==> src/rtl/fp_mul_special_pipe_if.sv <==
// Operand/result bus between the multiplier core, the special-case resolver and writeback.
interface fp_mul_special_pipe_if #(
    parameter int unsigned EXP_W = 8,
    parameter int unsigned MAN_W = 23
);
    localparam int unsigned W = 1 + EXP_W + MAN_W;

    logic             in_valid;
    logic             in_ready;
    logic [W-1:0]     a;
    logic [W-1:0]     b;
    logic [EXP_W-1:0] core_e;
    logic [MAN_W-1:0] core_m;
    logic             out_valid;
    logic             out_ready;
    logic [W-1:0]     res;
    logic [3:0]       flags;
    logic [3:0]       sticky;
    logic             clr_sticky;

    // Producer/consumer side: drives operands and result-ready
    modport master (
        output in_valid, a, b, core_e, core_m, out_ready, clr_sticky,
        input  in_ready, out_valid, res, flags, sticky
    );

    // Resolver side
    modport slave (
        input  in_valid, a, b, core_e, core_m, out_ready, clr_sticky,
        output in_ready, out_valid, res, flags, sticky
    );
endinterface

==> src/rtl/fp_mul_special_pipe.sv <==
// Two-stage special-case resolver for the FP multiplier: NaN/Inf/zero/Inf*0/denormal
// handling with IEEE sign rules, per-result and sticky exception flags.
module fp_mul_special_pipe #(
    parameter int unsigned EXP_W    = 8,
    parameter int unsigned MAN_W    = 23,
    parameter bit          NAN_PROP = 1'b0,
    parameter bit          FTZ      = 1'b0
) (
    input  logic                 clk,
    input  logic                 rst_n,
    fp_mul_special_pipe_if.slave bus
);
    localparam int unsigned W = 1 + EXP_W + MAN_W;
    localparam logic [W-1:0] QNAN = {1'b0, {EXP_W{1'b1}}, 1'b1, {(MAN_W-1){1'b0}}};

    typedef struct packed {
        logic zero;
        logic inf;
        logic nan;
    } cls_t;

    // Classify an unsigned {exp, man} field
    function automatic cls_t classify(input logic [W-2:0] x);
        cls_t c;
        logic e_zero;
        logic e_ones;
        logic m_zero;
        e_zero = (x[W-2:MAN_W] == '0);
        e_ones = (x[W-2:MAN_W] == '1);
        m_zero = (x[MAN_W-1:0] == '0);
        c.zero = e_zero && m_zero;
        c.inf  = e_ones && m_zero;
        c.nan  = e_ones && !m_zero;
        return c;
    endfunction

    // Stage registers
    logic             s1_valid_q, s1_valid_d;
    cls_t             a_cls_q, b_cls_q;
    logic             sgn_q;
    logic [W-1:0]     nan_cand_q;
    logic [EXP_W-1:0] core_e_q;
    logic [MAN_W-1:0] core_m_q;
    logic             s2_valid_q;
    logic [W-1:0]     res_q, res_d;
    logic [3:0]       flags_q, flags_d;
    logic [3:0]       sticky_q, sticky_d;

    // Flow control and input-side classification
    logic         s2_ld_c, s1_adv_c, in_acc_c, out_hs_c;
    cls_t         a_cls_c, b_cls_c;
    logic [W-1:0] nan_sel_c, nan_cand_c;

    // Stage advance: S2 frees when empty or drained, S1 follows without bubbles
    always_comb begin
        s2_ld_c    = !s2_valid_q || bus.out_ready;
        s1_adv_c   = s1_valid_q && s2_ld_c;
        in_acc_c   = bus.in_valid && (!s1_valid_q || s1_adv_c);
        out_hs_c   = s2_valid_q && bus.out_ready;
        s1_valid_d = in_acc_c ? 1'b1 : (s1_adv_c ? 1'b0 : s1_valid_q);
    end

    assign bus.in_ready = !s1_valid_q || s1_adv_c;

    // Operand classification and quieted NaN payload (A wins if both are NaN)
    always_comb begin
        a_cls_c    = classify(bus.a[W-2:0]);
        b_cls_c    = classify(bus.b[W-2:0]);
        nan_sel_c  = a_cls_c.nan ? bus.a : bus.b;
        nan_cand_c = {nan_sel_c[W-1:MAN_W], 1'b1, nan_sel_c[MAN_W-2:0]};
    end

    // S1: capture classifications and core result of an accepted beat
    always_ff @(posedge clk or negedge rst_n) begin
        if (!rst_n) begin
            s1_valid_q <= 1'b0;
            a_cls_q    <= '0;
            b_cls_q    <= '0;
            sgn_q      <= 1'b0;
            nan_cand_q <= '0;
            core_e_q   <= '0;
            core_m_q   <= '0;
        end else begin
            s1_valid_q <= s1_valid_d;
            if (in_acc_c) begin
                a_cls_q    <= a_cls_c;
                b_cls_q    <= b_cls_c;
                sgn_q      <= bus.a[W-1] ^ bus.b[W-1];
                nan_cand_q <= nan_cand_c;
                core_e_q   <= bus.core_e;
                core_m_q   <= bus.core_m;
            end
        end
    end

    // Priority resolution of the S1 beat: NaN, Inf*0, Inf, zero, overflow, FTZ, pass-through
    always_comb begin
        res_d   = {sgn_q, core_e_q, core_m_q};
        flags_d = {3'b000, (core_e_q == '0) && (core_m_q == '0)};
        if (a_cls_q.nan || b_cls_q.nan) begin
            res_d   = NAN_PROP ? nan_cand_q : QNAN;
            flags_d = 4'b0100;
        end else if ((a_cls_q.inf && b_cls_q.zero) || (a_cls_q.zero && b_cls_q.inf)) begin
            res_d   = QNAN;
            flags_d = 4'b1100;
        end else if (a_cls_q.inf || b_cls_q.inf) begin
            res_d   = {sgn_q, {EXP_W{1'b1}}, {MAN_W{1'b0}}};
            flags_d = 4'b0010;
        end else if (a_cls_q.zero || b_cls_q.zero) begin
            res_d   = {sgn_q, {(W-1){1'b0}}};
            flags_d = 4'b0001;
        end else if (core_e_q == '1) begin
            res_d   = {sgn_q, {EXP_W{1'b1}}, {MAN_W{1'b0}}};
            flags_d = 4'b0010;
        end else if (FTZ && (core_e_q == '0) && (core_m_q != '0)) begin
            res_d   = {sgn_q, {(W-1){1'b0}}};
            flags_d = 4'b0001;
        end
    end

    // S2: resolved result; held stable while the consumer stalls
    always_ff @(posedge clk or negedge rst_n) begin
        if (!rst_n) begin
            s2_valid_q <= 1'b0;
            res_q      <= '0;
            flags_q    <= '0;
        end else if (s2_ld_c) begin
            s2_valid_q <= s1_valid_q;
            if (s1_adv_c) begin
                res_q   <= res_d;
                flags_q <= flags_d;
            end
        end
    end

    // Sticky accumulation; a delivered beat's flags survive a coincident clear
    always_comb begin
        sticky_d = sticky_q;
        if (out_hs_c) begin
            sticky_d = bus.clr_sticky ? flags_q : (sticky_q | flags_q);
        end else if (bus.clr_sticky) begin
            sticky_d = '0;
        end
    end

    // Sticky register
    always_ff @(posedge clk or negedge rst_n) begin
        if (!rst_n) begin
            sticky_q <= '0;
        end else begin
            sticky_q <= sticky_d;
        end
    end

    assign bus.out_valid = s2_valid_q;
    assign bus.res       = res_q;
    assign bus.flags     = flags_q;
    assign bus.sticky    = sticky_q;
endmodule
==> src/flat_wrapper.sv <==
// flat-port wrapper written by rule: the top's interface ports become plain ports
module fp_mul_special_pipe_flat 
#(
    parameter int unsigned EXP_W    = 8,
    parameter int unsigned MAN_W    = 23,
    parameter bit          NAN_PROP = 1'b0,
    parameter bit          FTZ      = 1'b0
)
  (clk, rst_n, bus_in_valid, bus_a, bus_b, bus_core_e, bus_core_m, bus_out_ready, bus_clr_sticky, bus_in_ready, bus_out_valid, bus_res, bus_flags, bus_sticky);
  fp_mul_special_pipe_if #(.EXP_W(EXP_W), .MAN_W(MAN_W)) bus_i ();
  input  logic clk;
  input  logic rst_n;
  input wire logic [$bits(bus_i.in_valid)-1:0] bus_in_valid;
  input wire logic [$bits(bus_i.a)-1:0] bus_a;
  input wire logic [$bits(bus_i.b)-1:0] bus_b;
  input wire logic [$bits(bus_i.core_e)-1:0] bus_core_e;
  input wire logic [$bits(bus_i.core_m)-1:0] bus_core_m;
  input wire logic [$bits(bus_i.out_ready)-1:0] bus_out_ready;
  input wire logic [$bits(bus_i.clr_sticky)-1:0] bus_clr_sticky;
  output wire logic [$bits(bus_i.in_ready)-1:0] bus_in_ready;
  output wire logic [$bits(bus_i.out_valid)-1:0] bus_out_valid;
  output wire logic [$bits(bus_i.res)-1:0] bus_res;
  output wire logic [$bits(bus_i.flags)-1:0] bus_flags;
  output wire logic [$bits(bus_i.sticky)-1:0] bus_sticky;
  assign bus_i.in_valid = bus_in_valid;
  assign bus_i.a = bus_a;
  assign bus_i.b = bus_b;
  assign bus_i.core_e = bus_core_e;
  assign bus_i.core_m = bus_core_m;
  assign bus_i.out_ready = bus_out_ready;
  assign bus_i.clr_sticky = bus_clr_sticky;
  assign bus_in_ready = bus_i.in_ready;
  assign bus_out_valid = bus_i.out_valid;
  assign bus_res = bus_i.res;
  assign bus_flags = bus_i.flags;
  assign bus_sticky = bus_i.sticky;
  fp_mul_special_pipe #(.EXP_W(EXP_W), .MAN_W(MAN_W), .NAN_PROP(NAN_PROP), .FTZ(FTZ)) u_core (.clk(clk), .rst_n(rst_n), .bus(bus_i));
endmodule
==> config.mk <==
export PLATFORM = sky130hd
export DESIGN_NAME = fp_mul_special_pipe_flat
export DESIGN_NICKNAME = d
export VERILOG_FILES = /design/src/rtl/fp_mul_special_pipe_if.sv /design/src/rtl/fp_mul_special_pipe.sv /design/src/flat_wrapper.sv
export SDC_FILE = /design/constraint.sdc
export NUM_CORES = 1
export LEC_CHECK = 0
export ABC_CLOCK_PERIOD_IN_PS = 3350
export CORE_ASPECT_RATIO = 2
export CORE_MARGIN = 2
export CORE_UTILIZATION = 45
export CTS_CLUSTER_DIAMETER = 200
export DETAILED_ROUTE_END_ITERATION = 16
export PLACE_DENSITY = 0.85
export SLEW_MARGIN = 10
export SYNTH_ARGS = -nofsm -noshare
export SYNTH_HDL_FRONTEND = slang
export SYNTH_SLANG_ARGS = --single-unit
==> constraint.sdc <==
create_clock -name clk -period 3.35 [get_ports clk]
set_clock_uncertainty 0.05 [all_clocks]
set_input_delay 0.67 -clock clk [delete_from_list [all_inputs] [get_ports clk]]
set_output_delay 0.67 -clock clk [all_outputs]
set_load 0.01 [all_outputs]
==> out/metrics.csv <==
metric,value,unit
outcome,"finished, final reports clean",
postSynthCellCount,263,
fmax,0.373,GHz
data_arrival_critical_path,1960,ps
slew_headroom,35.0,%
postSynthNetCount,363,
fillers,506,
drt_iter0_drc,119,
initial_core_util,45.6,%
route.layer.met1.wl,3.24,mm
post_drt_wl_per_cell,16.4,um
hold_path_class,input port to async pin,
placedCellCount,487,
cts-hold-fix-buffers,0,
setup-violations-final,0,
met2_wl,4.32,mm
synth_cell_types,27,
wire_length_of_the_first_global_routing_pass,13.7,mm
syn_avg_cell_area,12.4,sq um
max-clock-path-buffers,2,
vias_in_the_first_global_route,2910,
dp.final_hpwl,6.06,mm
tritoncts_clock_tree,built,
maxUsedRoutingLayer,met4,
synth_area,0.00327,sq mm
vias_per_cell,5.44,
groute.usage.overall,22.2,%
cts.htree.levels,3,
placementRows,44,
synth.top_cell.area_share,61.3,%
portBuffers,141,
crit_path_max_fanout,6,
required,2630,ps
worst_slew_pin_slew,972,ps
root_buffer,sky130_fd_sc_hd__clkbuf_16,
setup_repair_after_global_routing_missed_its_margin,false,
synth_area_leaders,"sky130_fd_sc_hd__dfrtp_1, sky130_fd_sc_hd__a22o_1, sky130_fd_sc_hd__mux2_2",
vias,2734,
post_cts_resize_count,0,
routed_met3_length,604,um
n_antenna_cell,0,
report.final.slew_viol_count,0,
pin_count_of_the_biggest_net_entering_global_routing,81,
synth-edff-count,0,
synthesis.yosys.warnings,0,
worst_skew_pair.late_latency,330,ps
commonest_non_fill_non_tap_cell_in_the_layout,sky130_fd_sc_hd__clkdlybuf4s50_1,
synth_sequential_area_ratio,61.3,%
routabilityCongestion,0.795,
first_pass_iters,4,
synth.largest_area_cell,sky130_fd_sc_hd__dfrtp_1,
setup_ws,671,ps
finished_layout_cells,503,
cts_buffer_count,9,
dominantRegCellSynth,sky130_fd_sc_hd__dfrtp_1,
design.portCount,142,
die-width,64.2,um
most-common-layout-cells,"sky130_fd_sc_hd__clkdlybuf4s50_1, sky130_fd_sc_hd__dfrtp_1, sky130_fd_sc_hd__a22o_1, sky130_fd_sc_hd__nor2_1, sky130_fd_sc_hd__nor4_1",
finalCriticalPeriod,2680,ps
async_reset_ff_share,100,%
wirelength,8.26,mm
finalPower,2.94,mW
post-route-period-util,80.0,%
timing.setup.critical_path_class,input port to output port,
flow.area_growth_from_synthesis,56.2,%
clk_pin_slew,60,ps
finalSetupTns,0,ps
max-cap-violations,0,
final_layout_size_suffix_gt1_share,9.25,%
nNetsFinal,506,
antenna_found_initial,0,
timing.final.hold_violations,0,
cts_post_setup_buffers_inserted,0,
cts_sinks,80,
hold-worst-slack,432,ps
power-per-cell-area,577,mW/mm^2
drc,0,
vdd_ir_drop_max,0.000395,V
coreArea,0.00716,sq mm
leakage,2.08,nW
dp_worst_setup_slack,681,ps
crit_path_start_kind,input port,
ys_ff_latch,80,
die_h,124,um
global_route.overflow_total,0,
cp_capture_type,output port,
drtAntennaViolNets,0,
die_area,0.00800,sq mm
[Yosys cell counts, types with 2 or more instances]
cell type	n
sky130_fd_sc_hd__o21ai_0	4
sky130_fd_sc_hd__inv_1	5
sky130_fd_sc_hd__clkbuf_1	4
sky130_fd_sc_hd__o21ai_1	3
sky130_fd_sc_hd__buf_2	4
sky130_fd_sc_hd__nor4_1	21
sky130_fd_sc_hd__buf_6	2
sky130_fd_sc_hd__dfrtp_1	80
sky130_fd_sc_hd__nand3_1	4
sky130_fd_sc_hd__o41ai_1	3
sky130_fd_sc_hd__mux2_1	14
sky130_fd_sc_hd__a22o_1	29
sky130_fd_sc_hd__nor2_1	26
sky130_fd_sc_hd__a21oi_1	9
sky130_fd_sc_hd__mux2_2	17
sky130_fd_sc_hd__nand2_1	12
sky130_fd_sc_hd__nand4_1	11
sky130_fd_sc_hd__nand2b_1	2
sky130_fd_sc_hd__nor3_1	5
[cells by family (layout without fill, tap and decap cells)]
family / count (synthesis) / count (layout) / synth area share, %
AO/OA/AOI/OAI: 51 / 51 / 12.1
XOR/XNOR: 1 / 1 / 0.268
buffers and inverters: 15 / 163 / 2.34
flip-flops: 80 / 80 / 61.3
multiplexers: 31 / 31 / 10.7
AND/OR/NAND/NOR: 85 / 85 / 13.3
[power breakdown]
part | internal, mW | switching, mW | leakage (nW) | total [mW]
clock network | 0.735 | 0.388 | 0.171 | 1.12
logic | 0.370 | 0.221 | 0.934 | 0.591
registers | 1.12 | 0.115 | 0.971 | 1.23
total | 2.22 | 0.724 | 2.08 | 2.94
[area by class of cell]
cell class / count / area [sq um] / area share [%]
tap: 92 / 115 / 2.26
multi-input combinational: 168 / 1190 / 23.3
timing repair buffer: 142 / 1430 / 28.0
inverter: 5 / 18.8 / 0.368
clock buffer: 9 / 225 / 4.41
clock inverter: 7 / 125 / 2.45
sequential: 80 / 2000 / 39.2
[per-stage QoR]
stage / instance area (sq um) / util (%)
4_1_cts: 5100 / 71.3
6_report: 5100 / 71.3
3_3_place_gp: 4750 / 66.4
2_1_floorplan: 3270 / -
3_5_place_dp: 4750 / 66.4
5_1_grt: 5100 / 71.3
[metal layers]
| metal | vias to the layer above | global-route usage (%) |
|---|---|---|
| met5 | - | 0 |
| met4 | 0 | 6.76 |
| met3 | 11 | 5.51 |
| met2 | 138 | 37.3 |
| met1 | 1307 | 28.0 |
| li1 | 1278 | - |
[worst paths after layout]
check / from / endpoint / slack (ps) / cells after the start
max reg2reg: u_core.bus.out_valid / u_core.bus.res[4] / 1510 / 3
max in group asynchronous: rst_n / u_core.bus.sticky[3] / 2200 / 1
max: bus_out_ready / bus_in_ready / 670 / 3
min reg2reg: u_core.a_cls_q[0] / u_core.a_cls_q[0] / 450 / 2
min in group clk: u_core.a_cls_q[0] / u_core.a_cls_q[0] / 450 / 2
min: rst_n / u_core.bus.res[30] / 430 / 1
[sequential cells by signal (all words and copies together), names as in the netlist]
signal,count
u_core.sgn_q,1
u_core.bus.out_valid,1
u_core.b_cls_q,3
u_core.core_e_q,8
u_core.s1_valid_q,1
u_core.core_m_q,23
u_core.bus.res,32
u_core.bus.flags,4
u_core.a_cls_q,3
u_core.bus.sticky,4
[worst max-delay path, stage by stage]
cell	delay, ps
sky130_fd_sc_hd__clkdlybuf4s50_1	550
sky130_fd_sc_hd__nand3b_1	190
sky130_fd_sc_hd__clkdlybuf4s50_1	550
No activity file was read; power rests on OpenSTA's default activity.
